## config.mk

```make
export PLATFORM = sky130hd
export DESIGN_NAME = sram_arb_ctrl
export DESIGN_NICKNAME = d
export VERILOG_FILES = /design/src/rtl/sram_arb_ctrl.sv
export SDC_FILE = /design/constraint.sdc
export NUM_CORES = 1
export LEC_CHECK = 0
export ABC_AREA = 1
export CELL_PAD_IN_SITES_DETAIL_PLACEMENT = 1
export CELL_PAD_IN_SITES_GLOBAL_PLACEMENT = 1
export CORE_MARGIN = 4
export CORE_UTILIZATION = 31
export DETAILED_ROUTE_END_ITERATION = 12
export PLACE_DENSITY = 0.92
export SLEW_MARGIN = 20
export SYNTH_ARGS = -nofsm -noshare
export SYNTH_HDL_FRONTEND = slang
export SYNTH_SLANG_ARGS = --single-unit
```

## constraint.sdc

```tcl
create_clock -name CLK0 -period 2.5 [get_ports CLK0]
set_clock_uncertainty 0.1 [all_clocks]
set_input_delay 0.25 -clock CLK0 [delete_from_list [all_inputs] [get_ports CLK0]]
set_output_delay 0.25 -clock CLK0 [all_outputs]
set_load 0.02 [all_outputs]
```

## src/rtl/sram_arb_ctrl.sv

```systemverilog
`default_nettype none
// ============================================================================
// Module   : sram_arb_ctrl
// Purpose  : Two-port arbitrated controller for an external asynchronous
//            SRAM. Port 0 serves the SoC bus and port 1 a DMA/video master.
//            Each access is IDLE -> ACCESS (WAIT_CYCLES+1) -> RECOVER, with
//            byte-lane writes and registered pad outputs.
// Revision : 1.0 - initial release
// ============================================================================
module sram_arb_ctrl #(
    parameter int ADDR_W      = 18,
    parameter int DATA_W      = 16,
    parameter int WAIT_CYCLES = 1,
    parameter int PRIO_MODE   = 0
) (
    input  logic                  CLK0,
    input  logic                  reset_n,
    input  logic                  p0_req,
    input  logic                  p0_we,
    input  logic [DATA_W/8-1:0]   p0_be,
    input  logic [ADDR_W-1:0]     p0_addr,
    input  logic [DATA_W-1:0]     p0_wdata,
    output logic [DATA_W-1:0]     p0_rdata,
    output logic                  p0_ack,
    input  logic                  p1_req,
    input  logic                  p1_we,
    input  logic [DATA_W/8-1:0]   p1_be,
    input  logic [ADDR_W-1:0]     p1_addr,
    input  logic [DATA_W-1:0]     p1_wdata,
    output logic [DATA_W-1:0]     p1_rdata,
    output logic                  p1_ack,
    output logic [ADDR_W-1:0]     sram_addr,
    output logic [DATA_W-1:0]     sram_dq_out,
    output logic                  sram_dq_oe,
    input  logic [DATA_W-1:0]     sram_dq_in,
    output logic                  sram_cs_n,
    output logic                  sram_oe_n,
    output logic                  sram_we_n,
    output logic                  sram_ub_n,
    output logic                  sram_lb_n
);

    localparam logic [3:0] LAST_CNT = 4'(WAIT_CYCLES);

    typedef enum logic [1:0] {
        IDLE    = 2'd0,
        ACCESS  = 2'd1,
        RECOVER = 2'd2
    } state_t;

    state_t              state, state_nxt;
    logic [3:0]          cnt, cnt_nxt;
    logic                last_grant, last_grant_nxt;
    logic                gnt, gnt_nxt;
    logic                we_lat, we_lat_nxt;

    logic [ADDR_W-1:0]   addr_nxt;
    logic [DATA_W-1:0]   dq_out_nxt;
    logic                dq_oe_nxt;
    logic                cs_n_nxt, oe_n_nxt, we_n_nxt, ub_n_nxt, lb_n_nxt;
    logic                p0_ack_nxt, p1_ack_nxt;
    logic [DATA_W-1:0]   p0_rdata_nxt, p1_rdata_nxt;

    logic                any_req;
    logic                pick;
    logic                sel_we;
    logic [1:0]          sel_be;

    // Arbitration: a lone requester wins; a tie goes to port 0 or alternates
    always_comb begin
        any_req = p0_req | p1_req;
        if (p0_req && p1_req) begin
            pick = (PRIO_MODE == 1) ? 1'b0 : ~last_grant;
        end else begin
            pick = p1_req;
        end
        sel_we = pick ? p1_we : p0_we;
        sel_be = pick ? 2'(p1_be) : 2'(p0_be);
    end

    // Next-state and next-output logic; pad values are registered on entry
    // to each state so every output comes straight from a flop
    always_comb begin
        state_nxt      = state;
        cnt_nxt        = cnt;
        last_grant_nxt = last_grant;
        gnt_nxt        = gnt;
        we_lat_nxt     = we_lat;
        addr_nxt       = sram_addr;
        dq_out_nxt     = sram_dq_out;
        dq_oe_nxt      = sram_dq_oe;
        cs_n_nxt       = sram_cs_n;
        oe_n_nxt       = sram_oe_n;
        we_n_nxt       = sram_we_n;
        ub_n_nxt       = sram_ub_n;
        lb_n_nxt       = sram_lb_n;
        p0_ack_nxt     = 1'b0;
        p1_ack_nxt     = 1'b0;
        p0_rdata_nxt   = p0_rdata;
        p1_rdata_nxt   = p1_rdata;

        case (state)
            IDLE: begin
                cs_n_nxt  = 1'b1;
                oe_n_nxt  = 1'b1;
                we_n_nxt  = 1'b1;
                ub_n_nxt  = 1'b1;
                lb_n_nxt  = 1'b1;
                dq_oe_nxt = 1'b0;
                if (any_req) begin
                    state_nxt      = ACCESS;
                    cnt_nxt        = 4'd0;
                    gnt_nxt        = pick;
                    last_grant_nxt = pick;
                    we_lat_nxt     = sel_we;
                    addr_nxt       = pick ? p1_addr : p0_addr;
                    cs_n_nxt       = 1'b0;
                    if (sel_we) begin
                        we_n_nxt   = 1'b0;
                        dq_oe_nxt  = 1'b1;
                        dq_out_nxt = pick ? p1_wdata : p0_wdata;
                        lb_n_nxt   = ~sel_be[0];
                        ub_n_nxt   = ~sel_be[1];
                    end else begin
                        oe_n_nxt   = 1'b0;
                        lb_n_nxt   = 1'b0;
                        ub_n_nxt   = 1'b0;
                    end
                end
            end
            ACCESS: begin
                if (cnt == LAST_CNT) begin
                    state_nxt  = RECOVER;
                    we_n_nxt   = 1'b1;
                    oe_n_nxt   = 1'b1;
                    ub_n_nxt   = 1'b1;
                    lb_n_nxt   = 1'b1;
                    p0_ack_nxt = ~gnt;
                    p1_ack_nxt = gnt;
                    // Writes keep cs_n, address and data through RECOVER for
                    // hold time; reads release the chip and capture the bus
                    if (!we_lat) begin
                        cs_n_nxt = 1'b1;
                        if (gnt) begin
                            p1_rdata_nxt = sram_dq_in;
                        end else begin
                            p0_rdata_nxt = sram_dq_in;
                        end
                    end
                end else begin
                    cnt_nxt = cnt + 4'd1;
                end
            end
            RECOVER: begin
                state_nxt = IDLE;
                cs_n_nxt  = 1'b1;
                oe_n_nxt  = 1'b1;
                we_n_nxt  = 1'b1;
                ub_n_nxt  = 1'b1;
                lb_n_nxt  = 1'b1;
                dq_oe_nxt = 1'b0;
            end
            default: begin
                state_nxt = IDLE;
            end
        endcase

        // An 8-bit part has no upper lane
        if (DATA_W == 8) begin
            ub_n_nxt = 1'b1;
        end
    end

    // State, bookkeeping and pad registers with synchronous active-low reset
    always_ff @(posedge CLK0) begin
        if (!reset_n) begin
            state       <= IDLE;
            cnt         <= 4'd0;
            last_grant  <= 1'b1;
            gnt         <= 1'b0;
            we_lat      <= 1'b0;
            sram_addr   <= '0;
            sram_dq_out <= '0;
            sram_dq_oe  <= 1'b0;
            sram_cs_n   <= 1'b1;
            sram_oe_n   <= 1'b1;
            sram_we_n   <= 1'b1;
            sram_ub_n   <= 1'b1;
            sram_lb_n   <= 1'b1;
            p0_ack      <= 1'b0;
            p1_ack      <= 1'b0;
            p0_rdata    <= '0;
            p1_rdata    <= '0;
        end else begin
            state       <= state_nxt;
            cnt         <= cnt_nxt;
            last_grant  <= last_grant_nxt;
            gnt         <= gnt_nxt;
            we_lat      <= we_lat_nxt;
            sram_addr   <= addr_nxt;
            sram_dq_out <= dq_out_nxt;
            sram_dq_oe  <= dq_oe_nxt;
            sram_cs_n   <= cs_n_nxt;
            sram_oe_n   <= oe_n_nxt;
            sram_we_n   <= we_n_nxt;
            sram_ub_n   <= ub_n_nxt;
            sram_lb_n   <= lb_n_nxt;
            p0_ack      <= p0_ack_nxt;
            p1_ack      <= p1_ack_nxt;
            p0_rdata    <= p0_rdata_nxt;
            p1_rdata    <= p1_rdata_nxt;
        end
    end

endmodule
`default_nettype wire

```

==> impl_metrics.xml <==
<?xml version="1.0" encoding="UTF-8"?>
<metrics>
  <group name="yosys">
    <metric name="yosysUniqueCellTypes" unit="">30</metric>
    <metric name="synth-seq-area-share" unit="">0.435</metric>
    <metric name="synth.top_cells.by_area" unit="">sky130_fd_sc_hd__dfxtp_1, sky130_fd_sc_hd__nand2_1, sky130_fd_sc_hd__nor2_1</metric>
    <metric name="synthesis.yosys.warnings" unit="">0</metric>
    <metric name="post-synth-top-area-cell" unit="">sky130_fd_sc_hd__dfxtp_1</metric>
    <metric name="synth_top_cell_area_share" unit="">0.435</metric>
    <metric name="synthesized_instance_count" unit="">557</metric>
    <metric name="postSynthNetCount" unit="">656</metric>
    <metric name="post_synth.cell_area_avg" unit="um^2">6.85</metric>
    <metric name="postSynthRegisterBits" unit="">83</metric>
    <metric name="synthesis.area" unit="um^2">3820</metric>
  </group>
  <group name="drt">
    <metric name="vias" unit="">4121</metric>
    <metric name="drt_initial_violations" unit="">112</metric>
    <metric name="routedWlPerCell" unit="um">15.1</metric>
    <metric name="drt-total-wl" unit="um">13000</metric>
    <metric name="post_drt_via_cell_ratio" unit="">4.78</metric>
    <metric name="route.detailed.drc" unit="">0</metric>
    <metric name="route.antenna.remaining_nets" unit="">0</metric>
    <metric name="drtPass1Iterations" unit="">4</metric>
  </group>
  <group name="grt">
    <metric name="grt_usage" unit="">0.189</metric>
    <metric name="grt_pass1_vias" unit="">4435</metric>
    <metric name="grt.overflow.total" unit="">0</metric>
    <metric name="grt_antenna_before_repair" unit="">0</metric>
    <metric name="grt_start_max_net_pins" unit="">53</metric>
    <metric name="grt_first_pass_wirelength" unit="um">21800</metric>
  </group>
  <group name="layout">
    <metric name="seqCellArea" unit="um^2">1660</metric>
    <metric name="layout.cell_area.non_filler" unit="um^2">5870</metric>
    <metric name="final_core_util" unit="">0.489</metric>
    <metric name="multi_input_comb_area" unit="um^2">1770</metric>
    <metric name="final_layout_size_suffix_gt1_frac" unit="">0.0517</metric>
    <metric name="n_antenna_cell" unit="">0</metric>
    <metric name="final_nets" unit="">809</metric>
    <metric name="filler_cells" unit="">1491</metric>
    <metric name="syn2layout_area_growth" unit="%">53.8</metric>
  </group>
  <group name="worst_setup_path">
    <metric name="timing.critical_path.buf_inv" unit="">2</metric>
    <metric name="cp-start-kind" unit="">flop</metric>
    <metric name="startpoint_to_endpoint_class_of_the_critical_path" unit="">flop to flop</metric>
    <metric name="crit_path_top_delay_cell" unit="">sky130_fd_sc_hd__nor2_4</metric>
    <metric name="worst_ep_arrival_time" unit="ns">2.20</metric>
    <metric name="critical_path.top_delay_family" unit="">simple AND/OR/NAND/NOR gates</metric>
    <metric name="critical_path.cell_chain" unit="">inv_1, ha_1, inv_2, nor2_4, nand3_4, nor2_1, nor2_1</metric>
    <metric name="worst_reg2reg_setup_slack" unit="ns">0.43</metric>
    <metric name="timing.critical_path.to_type" unit="">flop</metric>
    <metric name="timing.critical_path.slowest_cell_delay" unit="ns">0.37</metric>
    <metric name="critical_path.most_common_cell" unit="">sky130_fd_sc_hd__nor2_1</metric>
    <metric name="worst_ep_required_time" unit="ns">2.63</metric>
    <metric name="cp_max_fo" unit="">34</metric>
  </group>
  <group name="clock_network">
    <metric name="cts_made_buffers" unit="">9</metric>
    <metric name="tritoncts" unit="">built</metric>
    <metric name="cts_max_path_buffers" unit="">2</metric>
    <metric name="cts_setup_buffers" unit="">0</metric>
    <metric name="cts_num_sinks" unit="">83</metric>
    <metric name="cts_hold_repair.buffers" unit="">0</metric>
    <metric name="clkLatencyLatePin" unit="ns">0.34</metric>
    <metric name="clock_root_buffer" unit="">sky130_fd_sc_hd__clkbuf_16</metric>
    <metric name="cts-resized-gates" unit="">0</metric>
    <metric name="cts.clk_slew.worst_paths" unit="ns">0.07</metric>
    <metric name="cts_htree_levels" unit="">3</metric>
  </group>
  <group name="pwr">
    <metric name="leakage" unit="nW">2.54</metric>
    <metric name="power.sequential.fraction" unit="">0.358</metric>
    <metric name="power.switching" unit="mW">1.38</metric>
    <metric name="power.density_cell_area" unit="nW/um^2">749</metric>
    <metric name="power.clock.fraction" unit="">0.354</metric>
    <metric name="peak_supply_drop" unit="V">0.000294</metric>
    <metric name="p_comb_frac" unit="">0.288</metric>
    <metric name="cell_internal_pwr" unit="mW">3.02</metric>
    <metric name="finalPower" unit="mW">4.40</metric>
    <metric name="switching_share" unit="">0.314</metric>
  </group>
  <group name="timing">
    <metric name="tightest_slew" unit="ns">0.622</metric>
    <metric name="period_minus_slack" unit="ns">2.07</metric>
    <metric name="rsz_0062_raised_after_global_routing" unit="">no</metric>
    <metric name="worst_slew_margin_rel" unit="">0.584</metric>
    <metric name="report.final.slew_viol_count" unit="">0</metric>
    <metric name="max_clock_freq" unit="MHz">483</metric>
    <metric name="timing.final.crit_share" unit="">0.829</metric>
    <metric name="timing_hold_violations_final" unit="">0</metric>
    <metric name="setup_tns" unit="ns">0</metric>
    <metric name="finalHoldWorstSlack" unit="ns">0.263</metric>
    <metric name="final-setup-viol-count" unit="">0</metric>
  </group>
  <group name="die">
    <metric name="total_number_of_placement_rows" unit="">40</metric>
    <metric name="io-pin-count" unit="">168</metric>
    <metric name="start_util" unit="">0.318</metric>
    <metric name="core-area" unit="um^2">12000</metric>
    <metric name="fp.dieArea" unit="um^2">14100</metric>
    <metric name="die_h" unit="um">119</metric>
    <metric name="die_width" unit="um">119</metric>
  </group>
  <group name="placed_design">
    <metric name="place.gp.congestion" unit="">0.763</metric>
    <metric name="hpwl" unit="um">10200</metric>
    <metric name="instance_area_at_placement" unit="um^2">5520</metric>
    <metric name="port-buffer-count" unit="">167</metric>
  </group>
  <group name="hold_path">
    <metric name="min-delay-path-class" unit="">primary input to flop</metric>
  </group>
  <group name="run_status">
    <metric name="outcome" unit="">completed</metric>
  </group>
  <group name="job">
    <metric name="max_capacitance_violation_count" unit="">0</metric>
  </group>
</metrics>
-- final cells by class --
type,count,share of cell area
flip-flops and latches,83,0.283
clock buffers,9,0.0384
inverters,52,0.0343
repair buffers,171,0.291
clock inverters,7,0.0211
well taps,147,0.0313
multi-input cells,393,0.301
-- registers in the layout, indices dropped and copies added, names as in the netlist --
register     cells
p1_rdata        16
sram_oe_n        1
state            2
we_lat           1
sram_we_n        1
sram_addr       18
sram_lb_n        1
sram_ub_n        1
sram_cs_n        1
p0_rdata        16
sram_dq_oe       1
sram_dq_out     16
p0_ack           1
p1_ack           1
cnt              4
last_grant       1
gnt              1
-- kinds of logic after synthesis --
group           share of synthesized area
xor+xnor                          0.00230
compound gates                     0.0944
flops                               0.435
fa+ha+maj                          0.0164
buf+inv                             0.102
simple gates                        0.350
-- layout by cell type, fill, tap and decap left out, types with 11 or more instances in the layout --
master,count
sky130_fd_sc_hd__nand4_1,17
sky130_fd_sc_hd__nor2_1,109
sky130_fd_sc_hd__nand2_1,171
sky130_fd_sc_hd__clkdlybuf4s50_1,166
sky130_fd_sc_hd__o21ai_1,17
sky130_fd_sc_hd__nand3_1,11
sky130_fd_sc_hd__inv_1,45
sky130_fd_sc_hd__a31oi_1,18
sky130_fd_sc_hd__o21ai_0,24
sky130_fd_sc_hd__dfxtp_1,83
-- worst reg2reg max path, cell delays in order (launching register included) --
cell	delay, ns
sky130_fd_sc_hd__dfxtp_1	0.33
sky130_fd_sc_hd__inv_1	0.09
sky130_fd_sc_hd__ha_1	0.30
sky130_fd_sc_hd__inv_2	0.09
sky130_fd_sc_hd__nor2_4	0.37
sky130_fd_sc_hd__nand3_4	0.38
sky130_fd_sc_hd__nor2_1	0.25
sky130_fd_sc_hd__nor2_1	0.07
-- synth_stat cells --
library cell	n
sky130_fd_sc_hd__nand2_2	1
sky130_fd_sc_hd__nand3_1	11
sky130_fd_sc_hd__nand2_4	1
sky130_fd_sc_hd__o21ai_1	17
sky130_fd_sc_hd__o211ai_1	1
sky130_fd_sc_hd__clkinv_2	1
sky130_fd_sc_hd__or2_2	1
sky130_fd_sc_hd__buf_1	4
sky130_fd_sc_hd__xnor2_1	1
sky130_fd_sc_hd__nor2_1	109
sky130_fd_sc_hd__nor2_4	2
sky130_fd_sc_hd__nand2_1	171
sky130_fd_sc_hd__nand4_1	17
sky130_fd_sc_hd__buf_6	7
sky130_fd_sc_hd__inv_4	2
sky130_fd_sc_hd__a21oi_1	7
sky130_fd_sc_hd__nor3_4	1
sky130_fd_sc_hd__nor3_1	2
sky130_fd_sc_hd__buf_2	9
sky130_fd_sc_hd__nor2_2	1
sky130_fd_sc_hd__buf_4	4
sky130_fd_sc_hd__inv_2	4
sky130_fd_sc_hd__ha_1	5
sky130_fd_sc_hd__o21ai_0	24
sky130_fd_sc_hd__dfxtp_1	83
sky130_fd_sc_hd__inv_1	45
sky130_fd_sc_hd__nand3_4	2
sky130_fd_sc_hd__nand3b_1	1
sky130_fd_sc_hd__a31oi_1	18
sky130_fd_sc_hd__clkbuf_1	5
-- power groups by stage --
stage          clock network [mW]  logic (mW)  registers (mW)
2_1_floorplan                   0       0.560            1.75
3_3_place_gp                    0        1.22            1.59
3_5_place_dp                    0        1.28            1.60
4_1_cts                      1.59        1.29            1.58
5_1_grt                      1.65        1.40            1.59
6_report                     1.56        1.27            1.57
-- per-stage QoR --
step	setup slack [ns]	instances
after floorplan	1.02	557
after detailed placement	0.328	846
after CTS	0.413	862
after global placement	0.463	846
final	0.428	862
after global routing	0.189	862
-- layer usage --
| layer | global-route usage | wire length, um | vias up |
|---|---|---|---|
| li1 | - | - | 2048 |
| met1 | 0.199 | 5160 | 1918 |
| met2 | 0.348 | 6600 | 135 |
| met3 | 0.0693 | 1020 | 20 |
| met4 | 0.0587 | 243 | 0 |
| met5 | 0 | 0 | - |
-- path summary, 6_finish.rpt --
check | from | endpoint | cells past startpoint
setup / recovery | state[0] | sram_dq_out[13] | 7
setup reg to reg | state[0] | sram_dq_out[13] | 7
hold / removal | reset_n | sram_dq_out[3] | 3
hold reg to reg | sram_dq_oe | sram_dq_oe | 2
Power figures use the tool's default switching activity.
